### src/rtl/axis_tx.sv
// Outbound AXI-Stream framer: serializes AER spike events and controller readback
// words into header-tagged byte frames on an 8-bit stream master.
module axis_tx #(
    parameter logic [1:0] AER_HDR = 2'b11,
    parameter logic [1:0] RB_HDR  = 2'b01
) (
    input  logic        clk,
    input  logic        rst,
    output logic [7:0]  m_axis_tdata,
    output logic        m_axis_tvalid,
    input  logic        m_axis_tready,
    output logic        m_axis_tlast,
    input  logic [7:0]  AEROUT_ADDR,
    input  logic        AEROUT_REQ,
    output logic        AEROUT_ACK,
    input  logic [11:0] RB_ADDR,
    input  logic [7:0]  RB_DATA,
    input  logic        RB_VALID,
    output logic        RB_READY,
    output logic        TX_BUSY
);
    typedef enum logic {S_IDLE, S_SEND} state_t;

    state_t      r_state;
    logic [7:0]  r_aer_buf;
    logic        r_aer_full;
    logic        r_ack;
    logic [11:0] r_rb_addr;
    logic [7:0]  r_rb_data;
    logic        r_rb_full;
    logic [7:0]  r_tdata;
    logic [7:0]  r_nxt0;
    logic [7:0]  r_nxt1;
    logic        r_tvalid;
    logic        r_tlast;
    logic [1:0]  r_left;

    logic w_aer_cap;
    logic w_rb_cap;
    logic w_aer_load;
    logic w_rb_load;
    logic w_xfer;

    assign w_aer_cap  = AEROUT_REQ && !r_ack && !r_aer_full;
    assign w_rb_cap   = RB_VALID && !r_rb_full;
    // AER wins when both buffers are full at the moment the framer goes idle.
    assign w_aer_load = (r_state == S_IDLE) && r_aer_full;
    assign w_rb_load  = (r_state == S_IDLE) && !r_aer_full && r_rb_full;
    assign w_xfer     = r_tvalid && m_axis_tready;

    always_ff @(posedge clk) begin
        if (rst) begin
            r_aer_buf  <= 8'h00;
            r_aer_full <= 1'b0;
            r_ack      <= 1'b0;
        end else if (w_aer_cap) begin
            r_aer_buf  <= AEROUT_ADDR;
            r_aer_full <= 1'b1;
            r_ack      <= 1'b1;
        end else begin
            if (r_ack && !AEROUT_REQ)
                r_ack <= 1'b0;
            if (w_aer_load)
                r_aer_full <= 1'b0;
        end
    end

    always_ff @(posedge clk) begin
        if (rst) begin
            r_rb_addr <= 12'h000;
            r_rb_data <= 8'h00;
            r_rb_full <= 1'b0;
        end else if (w_rb_cap) begin
            r_rb_addr <= RB_ADDR;
            r_rb_data <= RB_DATA;
            r_rb_full <= 1'b1;
        end else if (w_rb_load) begin
            r_rb_full <= 1'b0;
        end
    end

    // r_left counts bytes still queued behind the one currently on tdata.
    always_ff @(posedge clk) begin
        if (rst) begin
            r_state  <= S_IDLE;
            r_tdata  <= 8'h00;
            r_nxt0   <= 8'h00;
            r_nxt1   <= 8'h00;
            r_tvalid <= 1'b0;
            r_tlast  <= 1'b0;
            r_left   <= 2'd0;
        end else begin
            case (r_state)
                S_IDLE: begin
                    if (w_aer_load) begin
                        r_tdata  <= {AER_HDR, 6'b0};
                        r_nxt0   <= r_aer_buf;
                        r_nxt1   <= 8'h00;
                        r_left   <= 2'd1;
                        r_tlast  <= 1'b0;
                        r_tvalid <= 1'b1;
                        r_state  <= S_SEND;
                    end else if (w_rb_load) begin
                        r_tdata  <= {RB_HDR, 2'b00, r_rb_addr[11:8]};
                        r_nxt0   <= r_rb_addr[7:0];
                        r_nxt1   <= r_rb_data;
                        r_left   <= 2'd2;
                        r_tlast  <= 1'b0;
                        r_tvalid <= 1'b1;
                        r_state  <= S_SEND;
                    end
                end
                S_SEND: begin
                    if (w_xfer) begin
                        if (r_tlast) begin
                            r_tvalid <= 1'b0;
                            r_tlast  <= 1'b0;
                            r_state  <= S_IDLE;
                        end else begin
                            r_tdata <= r_nxt0;
                            r_nxt0  <= r_nxt1;
                            r_tlast <= (r_left == 2'd1);
                            r_left  <= r_left - 2'd1;
                        end
                    end
                end
                default: r_state <= S_IDLE;
            endcase
        end
    end

    assign m_axis_tdata  = r_tdata;
    assign m_axis_tvalid = r_tvalid;
    assign m_axis_tlast  = r_tlast;
    assign AEROUT_ACK    = r_ack;
    assign RB_READY      = !r_rb_full;
    assign TX_BUSY       = (r_state == S_SEND);
endmodule

### config.mk
export PLATFORM = sky130hd
export DESIGN_NAME = axis_tx
export DESIGN_NICKNAME = d
export VERILOG_FILES = /design/src/rtl/axis_tx.sv
export SDC_FILE = /design/constraint.sdc
export NUM_CORES = 1
export LEC_CHECK = 0
export CAP_MARGIN = 20
export CORE_MARGIN = 10
export CORE_UTILIZATION = 47
export CTS_CLUSTER_SIZE = 8
export DETAILED_ROUTE_END_ITERATION = 12
export HOLD_SLACK_MARGIN = 0.03
export PLACE_DENSITY = 0.76
export SYNTH_ARGS = -nofsm -noshare
export SYNTH_HDL_FRONTEND = slang
export SYNTH_SLANG_ARGS = --single-unit
### constraint.sdc
create_clock -name clk -period 1.2 [get_ports clk]
set_input_delay 0.24 -clock clk [delete_from_list [all_inputs] [get_ports clk]]
set_output_delay 0.24 -clock clk [all_outputs]
set_load 0.1 [all_outputs]
# Word level (Yosys, flattened, before mapping)
# Index checks and enable logic that the tools add are counted.
# totals
wordCells	77
reg_bits	60
# op_classes
add_sub_neg	1
n_eq_ne	5
n_mux	37
bitwise	1
reduce_logical	20
# op_table
operator	count
two-way mux 8 bit	10
one-hot mux 8 bit (2 select lines)	2
two-way mux 1 bit	17
logical AND 1 bit	8
two-way mux 2 bit	4
nonzero test 2 bit	4
one-hot mux 1 bit (2 select lines)	3
AND reduction 3 bit	2
zero test 1 bit	4
!= test 2 x 1 -> 1 bit, second input constant	2
one-hot mux 2 bit (2 select lines)	1
AND reduction 2 bit	2
!= test 3 bit, second input constant	1
equality test 2 x 1 -> 1 bit, second input constant	1
!= test 2 bit, second input constant	1
subtractor 2 x 1 -> 2 bit, second input constant	1
NOT 1 bit	1

# Logic depth before layout (Yosys ltp)
# logic_depth
depth_word	6
depth_mapped	5
depth_no_buf	4

# Worst setup path after synthesis
# OpenSTA, ideal clock, no wires.
# synth_timing
kind	register to register
from	register r_state, in the netlist TX_BUSY
to	register r_tvalid, in the netlist m_axis_tvalid
slack_ns	-0.712
t_required_ns	1.072
period_less_slack_ns	1.912
arrival_time_ns	1.784
n_path_buf	2
setup_ns	0.128
stages_incl_launch_ff	6
path_cell_list	dfxtp_1 buf_4 buf_4 nand3_1 a21oi_1 nor2_1
# synth_between
elab_chain_cells	5
elab_cells_between_ends	10
# synth_rtl
element	line_no	source
from (decl)	24	state_t r_state;
from (signal assigned)	85	r_state <= S_IDLE;
from (signal assigned)	102	r_state <= S_SEND;
from (signal assigned)	110	r_state <= S_SEND;
NOT 1 bit	--	
logical AND 1 bit (2 in series)	48	assign w_rb_load = (r_state == S_IDLE) && !r_aer_full && r_rb_full;
!= test 3 bit (no source line)	--	
AND reduction 3 bit (no source line)	--	
to (signal assigned)	89	r_tvalid <= 1'b0;
to (signal assigned)	101	r_tvalid <= 1'b1;
to (signal assigned)	109	r_tvalid <= 1'b1;
to (decl)	34	logic r_tvalid;
# Parallel ways exist; a longest one is shown, timed or not.
# A chain may end at the register's enable or synchronous reset.

# Final worst setup path
# layout_timing
from	register r_rb_full
to	register r_nxt0[7]
# layout_between
elab_chain_cells	3
# layout_rtl
element	line_no	source
from (decl)	30	logic r_rb_full;
from (signal assigned)	72	r_rb_full <= 1'b0;
from (signal assigned)	76	r_rb_full <= 1'b1;
from (signal assigned)	78	r_rb_full <= 1'b0;
logical AND 1 bit	48	
!= test 3 bit (no source line)	--	
AND reduction 3 bit (no source line)	--	
to (signal assigned)	97	r_nxt0 <= r_aer_buf;
to (signal assigned)	105	r_nxt0 <= r_rb_addr[7:0];
to (signal assigned)	121	r_nxt0 <= r_nxt1;
to (decl)	32	logic [7:0] r_nxt0;
# Every way passes these cells.

==> reports/results.ini <==
[status]
run_status=complete, but fails checks
failing_checks=negative setup slack

[setup_path]
criticalPathCategory=reg -> reg
crit_path_start_kind=flop
timing.critical_path.slowest_stage_cell=sky130_fd_sc_hd__dfxtp_4
rr_startpoint=r_rb_full
cp_top_family=compound AO/OA/AOI/OAI gates
r2r_end=r_nxt0[7]
cp_slowest_stage_delay_ns=0.39
cp.required_ns=1.49
worst_ep_arrival_time_ns=1.59
critical_path.startpoint=r_rb_full
critical_path_peak_fanout=8
timing.reg2reg.setup_slack_ns=-0.11
reg2regPathDepth=5
crit_path_cell_trace=buf_12 > o21bai_4 > buf_6 > a21oi_4 > o2bb2ai_1
crit_path_end_kind=flop
worstPathBufferInverterCount=2

[sta]
fmax_ghz=0.765
finalSetupViolations=51
rsz_0062_raised_after_global_routing=yes
fin_worst_hold_slack_ns=0.344
final.setup.worst_slack_ns=-0.107
slew_viol_final=0
worst_clock_skew_ns=0.00461
timing.max_slew.rel_slack_pct=74.5
layout_min_cycle_time_ns=1.31
worst-slew-pin-transition_ns=0.382
timing.final.hold_violations=0
fin_crit_sh_pct=109

[cts]
cts_num_sinks=60
max-clock-path-buffers=2
cts_tree=built
cts.root.buffer_cell=sky130_fd_sc_hd__clkbuf_8
post_cts_clock_slew_at_the_launch_and_capture_registers_of_the_worst_setup_and_hold_paths_ns=0.06
count_of_hold_buffers_inserted_by_post_cts_repair=0
cts_max_level=3
clock_insertion_delay_worst_skew_ns=0.35
cts_inserted_buffers=9

[routing]
post_detailed_route_wirelength_per_cell_um=16.6
detailedRoute.firstPassIterationCount=4
viasPerCell=5.36
post-route-drc-count=0
num_vias=2333
ant_nets=0
detail_route.wirelength_um=7210
iteration_0_drc_count_of_the_detailed_router=162

[worst_hold_path]
startpoint_of_the_most_critical_hold_path=rst
timing.hold.worst_endpoint=r_nxt0[6]
min-delay-path-class=in -> reg
worstHoldPathCells=3

[synth]
synth_xor_area_share_pct=0
synth_cell_type_count=34
synth-seq-area-share_pct=47.2
synth_mux_area_share_pct=6.69
synthAdderAreaFrac_pct=0.492
synth_compound_gate_area_share_pct=18.2
synth_seq_cells=60
synthCells=285
ys.warnings.count=0
mappedNetlistArea_um2=2540
avg_inst_size_synth_um2=8.93
synth-simple-area-share_pct=22.0
mappedNetlistNets=319
largest_family_of_logic_cells_by_synthesized_area=simple AND/OR/NAND/NOR gates

[floorplanning]
die_area_um2=8750
fp.dieH_um=93.6
boundaryPins=46
die_w_um=93.6
std_cell_rows=26
initial_core_utilization_pct=49.2
placeable_core_region_um2=5170

[place]
gp_congestion=0.848
placed_cell_area_um2=3380
hpwl_um=4420
place.port_buffers=45

[pwr]
powerDensity_nw_per_um2=1410
power_uw=5580
peak_supply_drop_uv=959
leakagePower_uw=0.00151

[grt]
grt_util_met2_pct=24.7
global_route.usage.met1_pct=16.4
grt_max_degree=21
vias_in_the_first_global_route=2284
grt_overflow_total=0
total_routing_resource_utilization_after_global_routing_pct=14.9
busiest_layer=met2
antenna_found_initial=0
first_pass_grt_wire_length_um=10400
global_route.usage.met3_pct=5.28

[job]
timing.max_cap.violations=0

[finish]
area_delta_synth_final_pct=55.9
finish.net_count=395
final_area_um2=3970
layout.cells.most_common_list=sky130_fd_sc_hd__nand2_1 (48), sky130_fd_sc_hd__dfxtp_1 (46), sky130_fd_sc_hd__clkdlybuf4s50_1 (30)
antenna_cells=0
final_core_util_pct=76.7
layout_commonest_cell=sky130_fd_sc_hd__nand2_1
layout-drive-gt1-share_pct=34.0

==> metrics by stage <==
stage	worst slack (ns)	TNS, ns	cells
after floorplan	-0.235	-1.05	285
after global placement	-0.294	-11.01	401
after detailed placement	-0.342	-12.65	401
after CTS	-0.0679	-0.754	419
after global routing	-0.161	-4.80	435
final	-0.107	-2.21	435
==> cells in the mapped netlist <==
library cell                 n  area (um2)
sky130_fd_sc_hd__a211oi_1    4        30.0
sky130_fd_sc_hd__a211oi_2    2        25.0
sky130_fd_sc_hd__a21o_1      4        30.0
sky130_fd_sc_hd__a21oi_1    35         175
sky130_fd_sc_hd__a21oi_2     1        8.76
sky130_fd_sc_hd__a221oi_1    1        8.76
sky130_fd_sc_hd__a22oi_1     4        30.0
sky130_fd_sc_hd__a2bb2oi_1   1        8.76
sky130_fd_sc_hd__and3_1      1        6.26
sky130_fd_sc_hd__and4b_1     1        10.0
sky130_fd_sc_hd__buf_2       8        40.0
sky130_fd_sc_hd__buf_4       5        37.5
sky130_fd_sc_hd__buf_6       2        22.5
sky130_fd_sc_hd__clkbuf_1    7        26.3
sky130_fd_sc_hd__dfxtp_1    60        1200
sky130_fd_sc_hd__ha_1        1        12.5
sky130_fd_sc_hd__inv_1       3        11.3
sky130_fd_sc_hd__mux2i_1    17         170
sky130_fd_sc_hd__nand2_1    49         184
sky130_fd_sc_hd__nand2_4     1        11.3
sky130_fd_sc_hd__nand2b_1   13        81.3
sky130_fd_sc_hd__nand3_1     5        25.0
sky130_fd_sc_hd__nand3b_1    5        37.5
sky130_fd_sc_hd__nand4b_4    1        23.8
sky130_fd_sc_hd__nor2_1     16        60.1
sky130_fd_sc_hd__nor2b_1     2        12.5
sky130_fd_sc_hd__nor3_1     10        50.1
sky130_fd_sc_hd__nor3b_1     6        45.0
sky130_fd_sc_hd__nor3b_2     1        12.5
sky130_fd_sc_hd__o211ai_1    1        7.51
sky130_fd_sc_hd__o21ai_0     8        40.0
sky130_fd_sc_hd__o21ba_2     1        10.0
sky130_fd_sc_hd__o21bai_4    1        18.8
sky130_fd_sc_hd__o2bb2ai_1   8        70.1
==> worst min-delay path, delay by kind of cell <==
family          cells  cell delay (ns)
buf+inv             1             0.19
compound gates      2             0.22
==> how the worst max path moves through the flow <==
| stage | depth (start not counted) | slack (ns) | endpoint |
|---|---|---|---|
| CTS | 2 | -0.07 | RB_READY |
| global route | 5 | -0.16 | r_nxt0[3] |
| detailed placement | 5 | -0.34 | r_aer_buf[0] |
| finish | 5 | -0.11 | r_nxt0[7] |
| floorplan | 4 | -0.23 | r_left[0] |
| global placement | 5 | -0.29 | r_left[1] |
==> state kept, by name, summed over array words and instances (netlist names) <==
signal	flops
r_rb_addr	12
m_axis_tdata	8
r_aer_buf	8
r_nxt0	8
r_nxt1	8
r_rb_data	8
r_left	2
AEROUT_ACK	1
TX_BUSY	1
m_axis_tlast	1
m_axis_tvalid	1
r_aer_full	1
r_rb_full	1
==> kinds of logic (layout without fill, tap and decap cells) <==
group	after synthesis	after routing
buffers and inverters	25	104
multiplexers	17	17
flip-flops	60	60
AO/OA/AOI/OAI	71	71
adder cells (fa/ha/maj)	1	1
AND/OR/NAND/NOR	111	112
==> where the power goes <==
part | leakage, uW | switching, uW | total [uW] | internal, uW
registers | 0.000498 | 120 | 2240 | 2120
logic | 0.000905 | 777 | 1440 | 662
clock network | 0.000103 | 780 | 1900 | 1120
total | 0.00151 | 1680 | 5580 | 3910
==> repair_timing <==
action | CTS | global route
resized for setup | 8 | 42
setup buffers | 2 | 13
cloned | 1 | 3
pin swaps | 4 | 15
endpoints found under the setup margin | 14 | 55
==> metal layers <==
| layer | wire [um] | vias to the layer above |
|---|---|---|
| met4 | 113 | 0 |
| li1 | - | 1138 |
| met2 | 3650 | 60 |
| met1 | 3090 | 1125 |
| met3 | 357 | 10 |
| met5 | 0 | - |
==> layout make-up <==
type	count	area, um2
clock buffers	14	173
clock inverters	1	30.0
fillers	327	1210
inverters	3	15.0
multi-input cells	201	1420
flip-flops and latches	60	1230
well taps	70	87.6
repair buffers	86	1010
Power figures use the tool's default switching activity.
